### src/rtl/bcd_xs3_seq_ctrl.sv
// ---------------------------------------------------------------------------
// bcd_xs3_seq_ctrl
//
// Sequential controller that converts a packed multi-digit BCD word into
// excess-3 (XS3). It uses a single external combinational BCD-to-XS3
// converter, feeding it one digit per clock, least significant digit first.
// Digits greater than 9 produce a zero result nibble and raise a sticky err
// flag. The flag stays set until the next word is accepted.
//
// Ports
//   clk       : clock; all state changes on its rising edge
//   rst_n     : asynchronous active-low reset
//   in_valid  : bcd_in holds a word to convert
//   in_ready  : block is idle and can accept a word
//   bcd_in    : packed BCD input word, digit 0 in bits [3:0]
//   conv_bcd  : digit presented to the external converter (0 when not converting)
//   conv_xs3  : converter result for conv_bcd, valid in the same cycle
//   out_valid : xs3_out/err hold a completed result
//   out_ready : consumer accepts the result
//   xs3_out   : packed XS3 result, same digit order as bcd_in
//   err       : at least one input digit was greater than 9
//   busy      : controller is not idle
// ---------------------------------------------------------------------------
module bcd_xs3_seq_ctrl #(
    parameter int DIGITS = 4
) (
    input  logic                  clk,
    input  logic                  rst_n,
    input  logic                  in_valid,
    output logic                  in_ready,
    input  logic [4*DIGITS-1:0]   bcd_in,
    output logic [3:0]            conv_bcd,
    input  logic [3:0]            conv_xs3,
    output logic                  out_valid,
    input  logic                  out_ready,
    output logic [4*DIGITS-1:0]   xs3_out,
    output logic                  err,
    output logic                  busy
);

    localparam int W  = 4 * DIGITS;
    localparam int IW = (DIGITS > 1) ? $clog2(DIGITS) : 1;
    localparam logic [IW-1:0] LAST_IDX = IW'(DIGITS - 1);

    typedef enum logic [1:0] {
        IDLE = 2'd0,
        CONV = 2'd1,
        DONE = 2'd2
    } state_t;

    state_t          state_reg;
    state_t          state_next;
    logic [IW-1:0]   idx_reg;
    logic [W-1:0]    word_reg;
    logic [W-1:0]    result_reg;
    logic [W-1:0]    result_next;
    logic            err_reg;

    logic [3:0]      digit [DIGITS];
    logic [3:0]      cur_digit;
    logic            cur_bad;
    logic            accept;

    // Split the latched word into digits. Build the next result word so that
    // only the nibble at the current index changes during CONV.
    generate
        for (genvar gi = 0; gi < DIGITS; gi++) begin : g_digit
            assign digit[gi] = word_reg[4*gi +: 4];
            assign result_next[4*gi +: 4] =
                (state_reg == CONV && idx_reg == IW'(gi))
                    ? (cur_bad ? 4'h0 : conv_xs3)
                    : result_reg[4*gi +: 4];
        end
    endgenerate

    assign cur_digit = digit[idx_reg];
    assign cur_bad   = (cur_digit > 4'd9);

    // in_ready is 1 exactly in IDLE, so an accept is IDLE together with in_valid.
    assign accept    = (state_reg == IDLE) && in_valid;

    // Next-state logic and output decode. All outputs depend only on state and
    // registers, so there is no combinational path from in_valid or out_ready.
    always_comb begin
        state_next = state_reg;
        in_ready   = 1'b0;
        out_valid  = 1'b0;
        busy       = 1'b1;
        conv_bcd   = 4'h0;
        case (state_reg)
            IDLE: begin
                in_ready = 1'b1;
                busy     = 1'b0;
                if (in_valid) begin
                    state_next = CONV;
                end
            end
            CONV: begin
                conv_bcd = cur_digit;
                if (idx_reg == LAST_IDX) begin
                    state_next = DONE;
                end
            end
            DONE: begin
                out_valid = 1'b1;
                if (out_ready) begin
                    state_next = IDLE;
                end
            end
            default: begin
                state_next = IDLE;
            end
        endcase
    end

    always_ff @(posedge clk or negedge rst_n) begin
        if (!rst_n) begin
            state_reg <= IDLE;
        end else begin
            state_reg <= state_next;
        end
    end

    // Datapath. The result register is cleared only on accept, so xs3_out keeps
    // the last word's value after DONE->IDLE until the next accept.
    always_ff @(posedge clk or negedge rst_n) begin
        if (!rst_n) begin
            idx_reg    <= '0;
            word_reg   <= '0;
            result_reg <= '0;
            err_reg    <= 1'b0;
        end else if (accept) begin
            idx_reg    <= '0;
            word_reg   <= bcd_in;
            result_reg <= '0;
            err_reg    <= 1'b0;
        end else if (state_reg == CONV) begin
            result_reg <= result_next;
            if (cur_bad) begin
                err_reg <= 1'b1;
            end
            // Hold at the last digit instead of wrapping; DONE ignores idx.
            if (idx_reg != LAST_IDX) begin
                idx_reg <= idx_reg + IW'(1);
            end
        end
    end

    assign xs3_out = result_reg;
    assign err     = err_reg;

endmodule

### config.mk
export PLATFORM = sky130hd
export DESIGN_NAME = bcd_xs3_seq_ctrl
export DESIGN_NICKNAME = d
export VERILOG_FILES = /design/src/rtl/bcd_xs3_seq_ctrl.sv
export SDC_FILE = /design/constraint.sdc
export NUM_CORES = 1
export LEC_CHECK = 0
export BUFFER_PORTS_ARGS = -buffer_cell sky130_fd_sc_hd__buf_2
export CAP_MARGIN = 20
export CORE_MARGIN = 2
export CORE_UTILIZATION = 55
export CTS_CLUSTER_DIAMETER = 200
export DETAILED_ROUTE_END_ITERATION = 16
export GPL_ROUTABILITY_DRIVEN = 0
export GPL_TIMING_DRIVEN = 0
export PLACE_DENSITY = 0.83
export RECOVER_POWER = 50
export SLEW_MARGIN = 20
export SYNTH_ARGS = -nofsm -noshare
export SYNTH_HDL_FRONTEND = slang
export SYNTH_SLANG_ARGS = --single-unit
### constraint.sdc
create_clock -name clk -period 2.6 [get_ports clk]
set_clock_uncertainty 0.05 [all_clocks]
set_input_delay 0.26 -clock clk [delete_from_list [all_inputs] [get_ports clk]]
set_output_delay 0.26 -clock clk [all_outputs]
set_load 0.05 [all_outputs]
# ---- After elaboration in Yosys (flattened, before gate mapping)
# Index checks and enable logic that the tools add are counted.
dict set report totals {
  reg_bits 37
  out_inout_bits 24
  wordCells 66
}
dict set report classes {
  add_sub_neg 1
  order_cmp 2
  eq_ne 9
  muxes 24
  bitwise 1
  n_reduce_logical 21
}
# operator count
set op_table {}
lappend op_table {{16-bit 2-to-1 mux} 2}
lappend op_table {{4-bit 2-to-1 mux} 8}
lappend op_table {{2-bit nonzero test} 7}
lappend op_table {{2-bit 2-to-1 mux} 6}
lappend op_table {{2-bit AND reduction} 6}
lappend op_table {{4-bit binary-select mux with 2-bit select} 1}
lappend op_table {{2-bit equality test (second input constant)} 3}
lappend op_table {{1-bit 2-to-1 mux} 6}
lappend op_table {{2-bit inequality test (second input constant)} 3}
lappend op_table {{2-bit case mux with 3 select lines} 1}
lappend op_table {{1-bit logical AND} 5}
lappend op_table {{2-bit by 1-bit equality test with 1-bit output (second input constant)} 2}
lappend op_table {{4-bit > comparator (second input constant)} 1}
lappend op_table {{2-bit zero test} 2}
lappend op_table {{3-bit >= comparator (second input constant)} 1}
lappend op_table {{2-bit inverter with 3-bit output} 1}
lappend op_table {{3-bit AND reduction} 1}
lappend op_table {{2-bit by 1-bit adder with 2-bit output (second input constant)} 1}
lappend op_table {{2-bit by 1-bit inequality test with 1-bit output (second input constant)} 1}

# ---- Longest topological paths before layout
dict set report logic_depth {
  depth_word 9
  ltp_mapped 6
  mapped_depth_nobuf 5
}

# ---- Worst setup path before layout
# No wires, ideal clock.
dict set report synth_path {
  path_type {reg-to-reg}
  start {reg state_reg[1]}
  end {reg word_reg[0]}
  setup_time_ns 0.125
  arrival_ns 1.882
  setup_slack_ns 0.543
  path_stages_with_launch 5
  path_buffers 1
  synth_period_minus_slack_ns 2.057
  path_cell_list {dfrtp_1 -> nor2_1 -> and2_1 -> buf_2 -> mux2_2}
}
dict set report synth_between {
  elab_chain_len 2
}
# element line
set synth_rtl {}
lappend synth_rtl {{from (decl)} 51} ;# state_t state_reg;
lappend synth_rtl {{from (signal assigned)} 120} ;# state_reg <= state_next;
lappend synth_rtl {{2-bit zero test} 80} ;# assign accept = (state_reg == IDLE) && in_valid;
lappend synth_rtl {{1-bit logical AND} 80}
lappend synth_rtl {{to (signal assigned)} 134} ;# word_reg <= bcd_in;
lappend synth_rtl {{to (decl)} 54} ;# logic [W-1:0] word_reg;
# No other way between the ends.
# A chain may end at the register's enable or synchronous reset.

# ---- Worst setup path after layout
dict set report layout_path {
  start {reg idx_reg[0]}
  end {out conv_bcd[3]}
}
dict set report layout_between {
  elab_chain_len 5
}
# element line
set layout_rtl {}
lappend layout_rtl {{from (decl)} 53} ;# logic [IW-1:0] idx_reg;
lappend layout_rtl {{from (signal assigned)} 144} ;# idx_reg <= idx_reg + IW'(1);
lappend layout_rtl {{2-bit inverter with 3-bit output (not written as such)} 76} ;# assign cur_digit = digit[idx_reg];
lappend layout_rtl {{4-bit binary-select mux with 2-bit select} 76}
lappend layout_rtl {{4-bit 2-to-1 mux (not written as such) (2 in series)} 76}
lappend layout_rtl {{4-bit 2-to-1 mux} 90} ;# case (state_reg)
lappend layout_rtl {{to (decl)} 32} ;# output logic [3:0] conv_bcd,
# No other way between the ends. The select of a mux whose other input is x is not followed.

==> impl_results.md <==
- Outcome: finished, violations left
- Failing checks: max-capacitance violations, max-slew violations
- NumNets Final: 230
- Core area: slightly above 3000 um2
- First-pass iteration count of the detailed router: 4
- Setup ws final: 0.381 ns
- Synth area leader: dfrtp_1
- Max clock buf depth: 2
- Hold Fails Final Rpt: 0
- Overall Power: ~0.0032 W
- Synth Warn #: 0
- Sequential share of the synthesized area: between 50% and 60%
- Synth Area in XOR/XNOR: 0.492%
- Num CTS Buffers: 5
- Post-synth ARST share: 100%
- Worst slew pin tran: 1.96 ns
- Hold crit path type: in -> reg
- Post-CTS setup buffers: 0
- Grt ovf: 0
- #FFs+latches synth: 37
- Htree depth: 2
- Req. time, crit path: 2.29 ns
- Synth Area per Inst: 12.1 um2
- Post-synthesis adder-cell area fraction: 2.81%
- Crit Path Class: reg -> out
- Startpoint types: register
- Die H: 60.9 um
- Remaining routing DRC violations: 0
- Die ar.: between 3000 and 4000 um2
- Mapped Cells: 147
- Setup crit end kind: output port
- Simple-gate share of the synthesized area: just over 9%
- Post-route minimum period: 2.22 ns
- Yosys cell types: 25
- Vias/cell: 5.48
- VDD IR max: 665 uV
- Ant. Diodes: 0
- Sw frac: 48.3%
- Fin. max-slew vios: 38
- Proportion of synthesized area in mux cells: 18.4%
- Top FF cell, synth: dfrtp_1
- Worst-Skew Late Latency: 0.34 ns
- Flop pwr share: 30.5%
- Switch Pwr: 0.00153 W
- Largest family of logic cells by synthesized area: multiplexers
- Setup TNS: 0 ns
- Mapped Nets: roughly 180
- Compound-Gate Fraction of Synth Area: 13.1%
- CTS tree: done
- Rows: 20
- RSZ-0062 raised after global routing: false
- Initial core utilization: about 58%
- Pre-CTS setup slack: 0.737 ns
- Internal reg-to-reg setup slack: 0.83 ns
- IO Pins: 48
- Crit-path max FO: 6
- Synth top area cells: dfrtp_1 (52%), mux2_2 (10%), o21ai_0 (6.5%)
- Area of the mapped netlist: 1780 um2
- Clk root buf: clkbuf_4
- WL/cell: 14.6 um
- Vias in the first global route: 1368
- Gr usage total: 22.0%
- First-pass GRT wire length: about 6000 um
- Number of synthesized flops with an enable pin: 0
- Worst-path clk slew: about 0.1 ns
- Clock power frac: about a tenth
- Worst slew margin: -30.9%
- PD cells: 1490 nW/um2
- Combinational power share: 58.8%
- Max Cap Viol: 1
- Initial antenna violation count: 0
- Sink Count: 37
- Vias: 1354
- Die Span X: 60.9 um
- Layout cells sized above 1: between 30% and 40%
- Post-Route WL: 3620 um
- Routed Antenna Nets: 0
- Tcrit/Tclk final: 85.3%
- Largest net degree at the start of global routing: 38
- Leak pwr: 1.02 nW
- Max Clk Rate: ~450 MHz
- Yosys top cell area share: 52.0%
- Synthesis-to-finish area growth: 19.9%
- PortBufs: 47
- Cell-internal power: between 0.0015 and 0.002 W
- Crit path DAT: 1.91 ns
- Final Setup Violations: 0
- HPWL after DPL: between 2000 and 3000 um
- Violation count after the first detailed-route iteration: 58
==> path summary, 6_finish.rpt <==
check	startpoint	to	depth (start not counted)
max	idx_reg[0]	conv_bcd[3]	4
min	bcd_in[9]	word_reg[9]	2
max reg2reg	idx_reg[0]	xs3_out[5]	5
min reg2reg	word_reg[15]	word_reg[15]	1
max in group asynchronous	rst_n	idx_reg[1]	2
min in group asynchronous	rst_n	xs3_out[12]	2
==> cell usage after synthesis (2+ instances only) <==
| master | instances |
|---|---|
| nand2_1 | 16 |
| and3b_1 | 4 |
| and2_1 | 4 |
| mux4_1 | 2 |
| clkbuf_1 | 3 |
| mux2i_1 | 5 |
| ha_1 | 4 |
| nor2b_1 | 2 |
| o21ai_2 | 10 |
| dfrtp_1 | 37 |
| o21ai_0 | 23 |
| nor2_1 | 3 |
| buf_2 | 2 |
| inv_1 | 5 |
| mux4_2 | 2 |
| mux2_2 | 16 |
==> what timing repair did <==
action | CTS | global route
hold endpoints to repair | 37 | 0
setup endpoints to repair | 0 | 0
hold buffers | 1 | 0
resized for setup | 0 | 0
==> kinds of logic (layout without fill, tap and decap cells) <==
| group | Yosys count | count (layout) |
|---|---|---|
| AO/OA/AOI/OAI | 36 | 36 |
| XOR/XNOR | 1 | 1 |
| adder cells (fa/ha/maj) | 4 | 4 |
| buffers and inverters | 12 | 68 |
| flip-flops | 37 | 37 |
| multiplexers | 25 | 25 |
| AND/OR/NAND/NOR | 32 | 32 |
==> cells in the final DEF (no fill, tap or decap), types with 2 or more instances in the layout <==
| master | synthesis | layout |
|---|---|---|
| and2_1 | 4 | 4 |
| and3b_1 | 4 | 4 |
| buf_2 | 2 | 36 |
| clkbuf_1 | 3 | 16 |
| clkbuf_4 | 0 | 5 |
| clkbuf_8 | 0 | 2 |
| dfrtp_1 | 37 | 37 |
| ha_1 | 4 | 4 |
| inv_1 | 5 | 5 |
| mux2_2 | 16 | 16 |
| mux2i_1 | 5 | 5 |
| mux4_1 | 2 | 2 |
| mux4_2 | 2 | 2 |
| nand2_1 | 16 | 16 |
| nor2_1 | 3 | 3 |
| nor2b_1 | 2 | 2 |
| o21ai_0 | 23 | 23 |
| o21ai_2 | 10 | 10 |
==> worst max-delay path, stage by stage, from the launching register on <==
cell     delay (ns)
dfrtp_1        0.41
buf_6          0.16
mux4_1         0.61
and2_1         0.19
buf_2          0.20
==> final cells by class <==
class / count / area [um2]
fillers: 248 / 942
flip-flops and latches: 37 / 926
multi-input cells: 98 / 785
repair buffers: 48 / 229
clock buffers: 7 / 65.1
well taps: 44 / 55.1
plain buffers: 7 / 52.6
inverters: 5 / 18.8
clock inverters: 1 / 5.00
==> power by group through the flow <==
stage          clock [W]  sequential [W]  combinational, W
4_1_cts         0.000348        0.000967           0.00190
2_1_floorplan          0         0.00125           0.00122
6_report        0.000338        0.000970           0.00187
3_5_place_dp           0        0.000979           0.00189
5_1_grt         0.000382        0.000999           0.00202
3_3_place_gp           0        0.000958           0.00184
==> routing by layer <==
layer	up-vias	wire [um]	share of wire [%]	GRT usage, %
li1	630	-	-	-
met1	671	1520	42	25.4
met2	47	1860	51	36.7
met3	6	190	5.3	7.04
met4	0	44	1.2	11.5
met5	-	0	0	0
==> metrics by stage <==
stage	instances	cell area, um2	hold slack, ns	util [%]
floorplan	147	1780	-0.0856	-
global placement	238	2070	0.328	67.3
detailed placement	238	2070	0.337	67.3
CTS	247	2150	0.0797	69.9
global route	247	2140	0.0633	69.4
finish	247	2140	0.0971	69.4
No activity file was read; power rests on OpenSTA's default activity.
